`config.mk`:
```
export PLATFORM = sky130hd
export DESIGN_NAME = aib_tx_flit_arbiter
export DESIGN_NICKNAME = d
export VERILOG_FILES = /design/src/rtl/aib_tx_flit_pkg.sv /design/src/rtl/aib_tx_skid_buf.sv /design/src/rtl/aib_tx_flit_arbiter.sv
export SDC_FILE = /design/constraint.sdc
export NUM_CORES = 1
export LEC_CHECK = 0
export ABC_AREA = 1
export CORE_ASPECT_RATIO = 1.25
export CORE_UTILIZATION = 25
export CTS_BUF_LIST = sky130_fd_sc_hd__clkbuf_4 sky130_fd_sc_hd__clkbuf_8 sky130_fd_sc_hd__clkbuf_16
export DETAILED_ROUTE_END_ITERATION = 8
export PLACE_DENSITY_LB_ADDON = 0.25
export REMOVE_ABC_BUFFERS = 1
export SYNTH_ARGS = -nofsm -noshare
export SYNTH_HDL_FRONTEND = slang
export SYNTH_SLANG_ARGS = --single-unit
export TNS_END_PERCENT = 30
```
`constraint.sdc`:
```
create_clock -name i_bus_clk -period 10.1 [get_ports i_bus_clk]
set_input_delay 1.01 -clock i_bus_clk [delete_from_list [all_inputs] [get_ports i_bus_clk]]
set_output_delay 1.01 -clock i_bus_clk [all_outputs]
set_load 0.01 [all_outputs]
```
`src/rtl/aib_tx_flit_pkg.sv`:
```
// Shared types and constants for the AIB Tx flit arbiter: flit header layout and arbiter state.
package aib_tx_flit_pkg;

    localparam int unsigned FLIT_W     = 72;
    localparam int unsigned PAYLOAD_W  = 64;
    localparam int unsigned HDR_W      = 8;
    localparam int unsigned SRC_ID_W   = 2;
    localparam int unsigned HDR_SEQ_W  = 4;

    // Occupies flit bits [71:64], MSB first.
    typedef struct packed {
        logic [SRC_ID_W-1:0]  src_id;
        logic [HDR_SEQ_W-1:0] seq;
        logic                 last;
        logic                 parity;
    } flit_hdr_t;

    typedef enum logic [0:0] {
        IDLE,
        LOCKED
    } arb_state_e;

endpackage

```
`src/rtl/aib_tx_skid_buf.sv`:
```
// Two-entry flit buffer between the arbiter and the channel Tx stream.
// space_o is registered so upstream ready never depends combinationally on rd_ready_i.
module aib_tx_skid_buf
    import aib_tx_flit_pkg::*;
(
    input  logic              clk_i,
    input  logic              rst_i,
    input  logic              wr_en_i,
    input  logic [FLIT_W-1:0] wr_data_i,
    output logic              space_o,
    output logic              rd_valid_o,
    input  logic              rd_ready_i,
    output logic [FLIT_W-1:0] rd_data_o
);

    logic [1:0][FLIT_W-1:0] mem_q;
    logic                   wr_ptr_q;
    logic                   rd_ptr_q;
    logic [1:0]             count_q;
    logic [1:0]             count_d;
    logic                   space_q;
    logic                   rd_en;

    assign rd_en = (count_q != 2'd0) && rd_ready_i;

    always_comb begin
        count_d = count_q;
        case ({wr_en_i, rd_en})
            2'b10:   count_d = count_q + 2'd1;
            2'b01:   count_d = count_q - 2'd1;
            default: count_d = count_q;
        endcase
    end

    // space_q resets low so no source is offered ready while reset is asserted.
    always_ff @(posedge clk_i or posedge rst_i) begin
        if (rst_i) begin
            mem_q    <= '0;
            wr_ptr_q <= 1'b0;
            rd_ptr_q <= 1'b0;
            count_q  <= 2'd0;
            space_q  <= 1'b0;
        end else begin
            if (wr_en_i) begin
                mem_q[wr_ptr_q] <= wr_data_i;
                wr_ptr_q        <= ~wr_ptr_q;
            end
            if (rd_en) begin
                rd_ptr_q <= ~rd_ptr_q;
            end
            count_q <= count_d;
            space_q <= (count_d != 2'd2);
        end
    end

    assign space_o    = space_q;
    assign rd_valid_o = (count_q != 2'd0);
    assign rd_data_o  = mem_q[rd_ptr_q];

endmodule

```
`src/rtl/aib_tx_flit_arbiter.sv`:
```
// Round-robin, packet-locked merge of up to four 64-bit sources into the 72-bit channel Tx stream.
// Define AIB_TX_ARB_PARITY_EN to generate even parity in flit bit 64; otherwise it is tied to 0.
module aib_tx_flit_arbiter
    import aib_tx_flit_pkg::*;
#(
    parameter int unsigned NUM_SRC = 4,
    parameter int unsigned SEQ_W   = 4
) (
    input  logic                              i_bus_clk,
    input  logic                              i_rst,
    input  logic [NUM_SRC-1:0]                i_src_valid,
    output logic [NUM_SRC-1:0]                o_src_ready,
    input  logic [NUM_SRC-1:0][PAYLOAD_W-1:0] i_src_data,
    input  logic [NUM_SRC-1:0]                i_src_last,
    output logic                              o_tx_valid,
    input  logic                              i_tx_ready,
    output logic [FLIT_W-1:0]                 o_tx_data,
    output logic                              o_locked,
    output logic [SRC_ID_W-1:0]               o_grant_src
);

    localparam int NSRC = int'(NUM_SRC);

    arb_state_e                    state_q, state_d;
    logic [SRC_ID_W-1:0]           rr_ptr_q, rr_ptr_d;
    logic [SRC_ID_W-1:0]           grant_q, grant_d;
    logic [NUM_SRC-1:0][SEQ_W-1:0] seq_q, seq_d;
    logic [SRC_ID_W-1:0]           winner;
    logic [SRC_ID_W-1:0]           sel;
    logic [SRC_ID_W-1:0]           idx;
    int                            sum;
    logic                          space;
    logic                          hs;
    logic                          sel_last;
    flit_hdr_t                     hdr;
    logic [PAYLOAD_W-1:0]          payload;
    logic [FLIT_W-1:0]             flit;

    function automatic logic [SRC_ID_W-1:0] next_src(input logic [SRC_ID_W-1:0] s);
        return (int'(s) == NSRC - 1) ? '0 : s + SRC_ID_W'(1);
    endfunction

    // Scan downward so the last hit is the first valid index at or after rr_ptr.
    always_comb begin
        winner = rr_ptr_q;
        sum    = 0;
        idx    = '0;
        for (int k = NSRC - 1; k >= 0; k--) begin
            sum = int'(rr_ptr_q) + k;
            if (sum >= NSRC) begin
                sum = sum - NSRC;
            end
            idx = SRC_ID_W'(sum);
            if (i_src_valid[idx]) begin
                winner = idx;
            end
        end
    end

    always_comb begin
        state_d     = state_q;
        rr_ptr_d    = rr_ptr_q;
        grant_d     = grant_q;
        seq_d       = seq_q;
        sel         = (state_q == LOCKED) ? grant_q : winner;
        o_src_ready = '0;
        o_src_ready[sel] = space;
        hs          = i_src_valid[sel] & space;
        sel_last    = i_src_last[sel];
        if (hs) begin
            if (sel_last) begin
                state_d    = IDLE;
                rr_ptr_d   = next_src(sel);
                seq_d[sel] = seq_q[sel] + SEQ_W'(1);
            end else begin
                state_d = LOCKED;
                grant_d = sel;
            end
        end
    end

    always_comb begin
        hdr.src_id = sel;
        hdr.seq    = seq_q[sel];
        hdr.last   = sel_last;
        hdr.parity = 1'b0;
        payload    = i_src_data[sel];
`ifdef AIB_TX_ARB_PARITY_EN
        hdr.parity = ^{hdr.src_id, hdr.seq, hdr.last, payload};
`endif
        flit = {hdr, payload};
    end

    always_ff @(posedge i_bus_clk or posedge i_rst) begin
        if (i_rst) begin
            state_q  <= IDLE;
            rr_ptr_q <= '0;
            grant_q  <= '0;
            seq_q    <= '0;
        end else begin
            state_q  <= state_d;
            rr_ptr_q <= rr_ptr_d;
            grant_q  <= grant_d;
            seq_q    <= seq_d;
        end
    end

    assign o_locked    = (state_q == LOCKED);
    assign o_grant_src = grant_q;

    aib_tx_skid_buf u_skid_buf (
        .clk_i      (i_bus_clk),
        .rst_i      (i_rst),
        .wr_en_i    (hs),
        .wr_data_i  (flit),
        .space_o    (space),
        .rd_valid_o (o_tx_valid),
        .rd_ready_i (i_tx_ready),
        .rd_data_o  (o_tx_data)
    );

endmodule

```
==> metrics.log <==
INFO  metric floorplan.initialDensity = 25.35%
INFO  metric hold_viol = 0
INFO  metric pin_count = 347
INFO  metric fp-row-count = 80
INFO  metric setup_total_negative_slack = 0 ps
INFO  metric layout_commonest_cell = sky130_fd_sc_hd__nand2_1
INFO  metric grt_start_max_net_pins = between 100 and 150
INFO  metric path_cells = clkdlybuf4s50_1 -> inv_1 -> o21ai_1 -> nand2_1 -> nand2_1 -> nand2_1 -> nand2_1 -> nand3_1 -> nand2_1 -> nand2_2 -> nand2_4 -> buf_4 -> nand2_1 -> nand3_1 -> nand2_2 -> nand2_4 -> nor2_4 -> buf_4 -> inv_2 -> buf_4 -> nand2_1 -> o21ai_1
INFO  metric hold_path.class = flop to flop
INFO  metric cell_with_the_biggest_individual_delay_on_the_critical_path = sky130_fd_sc_hd__buf_4
INFO  metric timing.slew.headroom = 31.28%
INFO  metric timing.final.setup_violations = 0
INFO  metric min_period_over_period = roughly 54%
INFO  metric syn_area = just under 0.01 sq mm
INFO  metric die_h = approximately 220 um
INFO  metric layout_min_cycle_time = 5501 ps
INFO  metric power.static_leakage = 0.006163 uW
INFO  metric timing.critical_path.mode_cell = sky130_fd_sc_hd__nand2_1
INFO  metric yosysSeqAreaShare = 43.48%
INFO  metric timing_worst_slew_pin_value = around 1000 ps
INFO  metric cell_count_after_synthesis = around 1.4k
INFO  metric vias = 9805
INFO  metric slew_violations = 0
INFO  metric tritoncts_clock_tree = done
INFO  metric routed_length_per_instance = between 10 and 15 um
INFO  metric seq_area = ~0.0042 sq mm
INFO  metric multi_input_area = 0.004481 sq mm
INFO  metric yosysTopAreaCell = sky130_fd_sc_hd__dfrtp_1
INFO  metric hold_buffers = 0
INFO  metric worst_skew_pair.late_latency = 430 ps
INFO  metric skew = approximately 15 ps
INFO  metric groute.usage.overall = approximately 16%
INFO  metric setup_repair_after_global_routing_missed_its_margin = false
INFO  metric gp_congestion = 0.8234
INFO  metric worst_setup_path_start_kind = primary input
INFO  metric status = completed
INFO  metric synth.ff_latch_count = between 150 and 200
INFO  metric synth.top_cells.by_area = sky130_fd_sc_hd__dfrtp_1 (43%), sky130_fd_sc_hd__nand2_1 (16%), sky130_fd_sc_hd__o21ai_0 (11%)
INFO  metric nNetsFinal = 1914
INFO  metric grt_antenna_before_repair = 1
INFO  metric via_per_inst = 4.567
INFO  metric synth.avg_cell_area = around 7.1 sq um
INFO  metric clock.fmax = 181.8 MHz
INFO  metric core_region_area = 0.03814 sq mm
INFO  metric type_of_the_worst_setup_path = primary input to flop
INFO  metric pwr_density_cell = 398.3 mW/mm^2
INFO  metric drt-total-wl = 31660 um
INFO  metric cts_made_buffers = 17
INFO  metric dp_hpwl = about 22000 um
INFO  metric die_w = 177.9 um
INFO  metric worstPathMaxFanout = 100
INFO  metric first_pass_grt_wire_length = 50040 um
INFO  metric synth_cell_type_count = 34
INFO  metric floorplan_die_area = 0.03947 sq mm
INFO  metric synthDominantCellAreaShare = 43.48%
INFO  metric grt_pass1_vias = 9543
INFO  metric cts_max_path_buffers = 2
INFO  metric worst-endpoint-required = approximately 10000 ps
INFO  metric cts_resized = 0
INFO  metric power = around 5500 uW
INFO  metric drive_above_1_share = 4.958%
INFO  metric drtPass1Iterations = 5
INFO  metric cts_htree_levels = 4
INFO  metric clock-root-buffer = sky130_fd_sc_hd__clkbuf_16
INFO  metric clk_pin_slew = 60 ps
INFO  metric antenna_left = 0
INFO  metric synthesis.yosys.warnings = 0
INFO  metric io_buffers = 345
INFO  metric drcViolationCount = 0
INFO  metric layout_common_cells = sky130_fd_sc_hd__nand2_1 (424), sky130_fd_sc_hd__clkdlybuf4s50_1 (345), sky130_fd_sc_hd__o21ai_0 (214)
INFO  metric area_delta_synth_final = 43.62%
INFO  metric grt.overflow.total = 0
INFO  metric slowest_delay = 770 ps
INFO  metric end_kind = flop
INFO  metric ir_drop = 0.3821 mV
INFO  metric crit_arrival = 5840 ps
INFO  metric final.fill_count = between 3k and 4k
INFO  metric detail_route.iter0.violations = 531
INFO  metric cts.repair_timing.setup_buffer_count = 0
INFO  metric cts.sinks = 168
INFO  metric maxCapViolations = 0
routing by layer:
metal  global-route usage, %  up-vias  share of wire [%]
met5                       0        -                  0
met1                   19.67     4617                 43
met3                   2.915       26                4.9
met2                   28.34      229                 51
li1                        -     4933                  -
met4                   4.604        0                1.6
metrics by stage:
stage | cells | util, % | instance area, sq um | hold slack (ps) | worst slack, ps
6_report | 2147 | 36.41 | 13890 | 474.2 | 4599
3_3_place_gp | 2114 | 34.86 | 13290 | 454.2 | 4169
4_1_cts | 2146 | 36.41 | 13880 | 474.7 | 4513
3_5_place_dp | 2114 | 34.86 | 13290 | 457.9 | 4060
5_1_grt | 2146 | 36.41 | 13880 | 486.3 | 4057
2_1_floorplan | 1266 | - | 9125 | 441.7 | 4543
worst max-delay path: cells and delay by family:
family,cells,cell delay [ps]
compound gates,2,280
simple gates,14,1640
buf+inv,6,2770
cells by family after synthesis:
group / share of synthesized area (%)
adder cells (fa/ha/maj): 0.7764
flip-flops: 43.48
other: 0.03878
AO/OA/AOI/OAI: 20.41
buffers and inverters: 10.24
AND/OR/NAND/NOR: 24.70
XOR/XNOR: 0.3624
path summary, 6_finish.rpt:
kind                            slack, ps                   from  cells after the start                    end
worst max-delay path                 4600         i_src_valid[1]                     22  u_skid_buf.mem_q[142]
worst min register to register        470  u_skid_buf.mem_q[135]                      2  u_skid_buf.mem_q[135]
worst max register to register       5080            rr_ptr_q[0]                     23  u_skid_buf.mem_q[142]
max in group asynchronous            7350                  i_rst                      3    u_skid_buf.rd_ptr_q
min in group asynchronous            1150                  i_rst                      2               seq_q[7]
worst min-delay path                  470  u_skid_buf.mem_q[135]                      2  u_skid_buf.mem_q[135]
registers in the layout, indices dropped and copies added (netlist names):
signal	flops
u_skid_buf.wr_ptr_q	1
rr_ptr_q	2
u_skid_buf.mem_q	142
u_skid_buf.rd_ptr_q	1
o_grant_src	2
seq_q	16
u_skid_buf.space_o	1
o_locked	1
u_skid_buf.count_q	2
synthesized netlist by cell type:
master	instances
sky130_fd_sc_hd__xor2_1	3
sky130_fd_sc_hd__buf_2	24
sky130_fd_sc_hd__buf_8	1
sky130_fd_sc_hd__o21ai_1	64
sky130_fd_sc_hd__nand2_4	1
sky130_fd_sc_hd__inv_4	1
sky130_fd_sc_hd__nand4_1	1
sky130_fd_sc_hd__o21ai_0	214
sky130_fd_sc_hd__or2_2	2
sky130_fd_sc_hd__or2_0	1
sky130_fd_sc_hd__a21oi_1	2
sky130_fd_sc_hd__inv_2	4
sky130_fd_sc_hd__buf_6	14
sky130_fd_sc_hd__nor2_4	4
sky130_fd_sc_hd__nor2_2	2
sky130_fd_sc_hd__nand3b_1	1
sky130_fd_sc_hd__dfrtp_1	168
sky130_fd_sc_hd__conb_1	1
sky130_fd_sc_hd__buf_4	11
sky130_fd_sc_hd__a31oi_1	1
sky130_fd_sc_hd__o21ai_2	18
sky130_fd_sc_hd__nor2_1	129
sky130_fd_sc_hd__buf_1	3
sky130_fd_sc_hd__o21a_1	1
sky130_fd_sc_hd__nand2_1	424
sky130_fd_sc_hd__nand3_2	1
sky130_fd_sc_hd__inv_1	113
sky130_fd_sc_hd__ha_1	6
sky130_fd_sc_hd__xnor2_1	1
sky130_fd_sc_hd__nand2_2	4
sky130_fd_sc_hd__clkbuf_1	42
sky130_fd_sc_hd__and3_1	1
sky130_fd_sc_hd__o22ai_1	64
sky130_fd_sc_hd__nand3_1	34
report_power, final:
part	switching, uW	internal, uW	leakage (uW)	total (uW)
logic	2360	1300	0.00381	3660
registers	174	1030	0.00207	1210
clock network	296	370	0.000287	666
total	2830	2700	0.00616	5530
final cells by class:
cell class	instances	area share, %
antenna	1	0.01802
clock buffer	17	3.063
clock inverter	15	1.198
inverter	118	3.262
multi-input combinational	980	32.26
sequential	168	30.30
tap	492	4.433
timing repair buffer	356	25.46
Power figures use the tool's default switching activity.
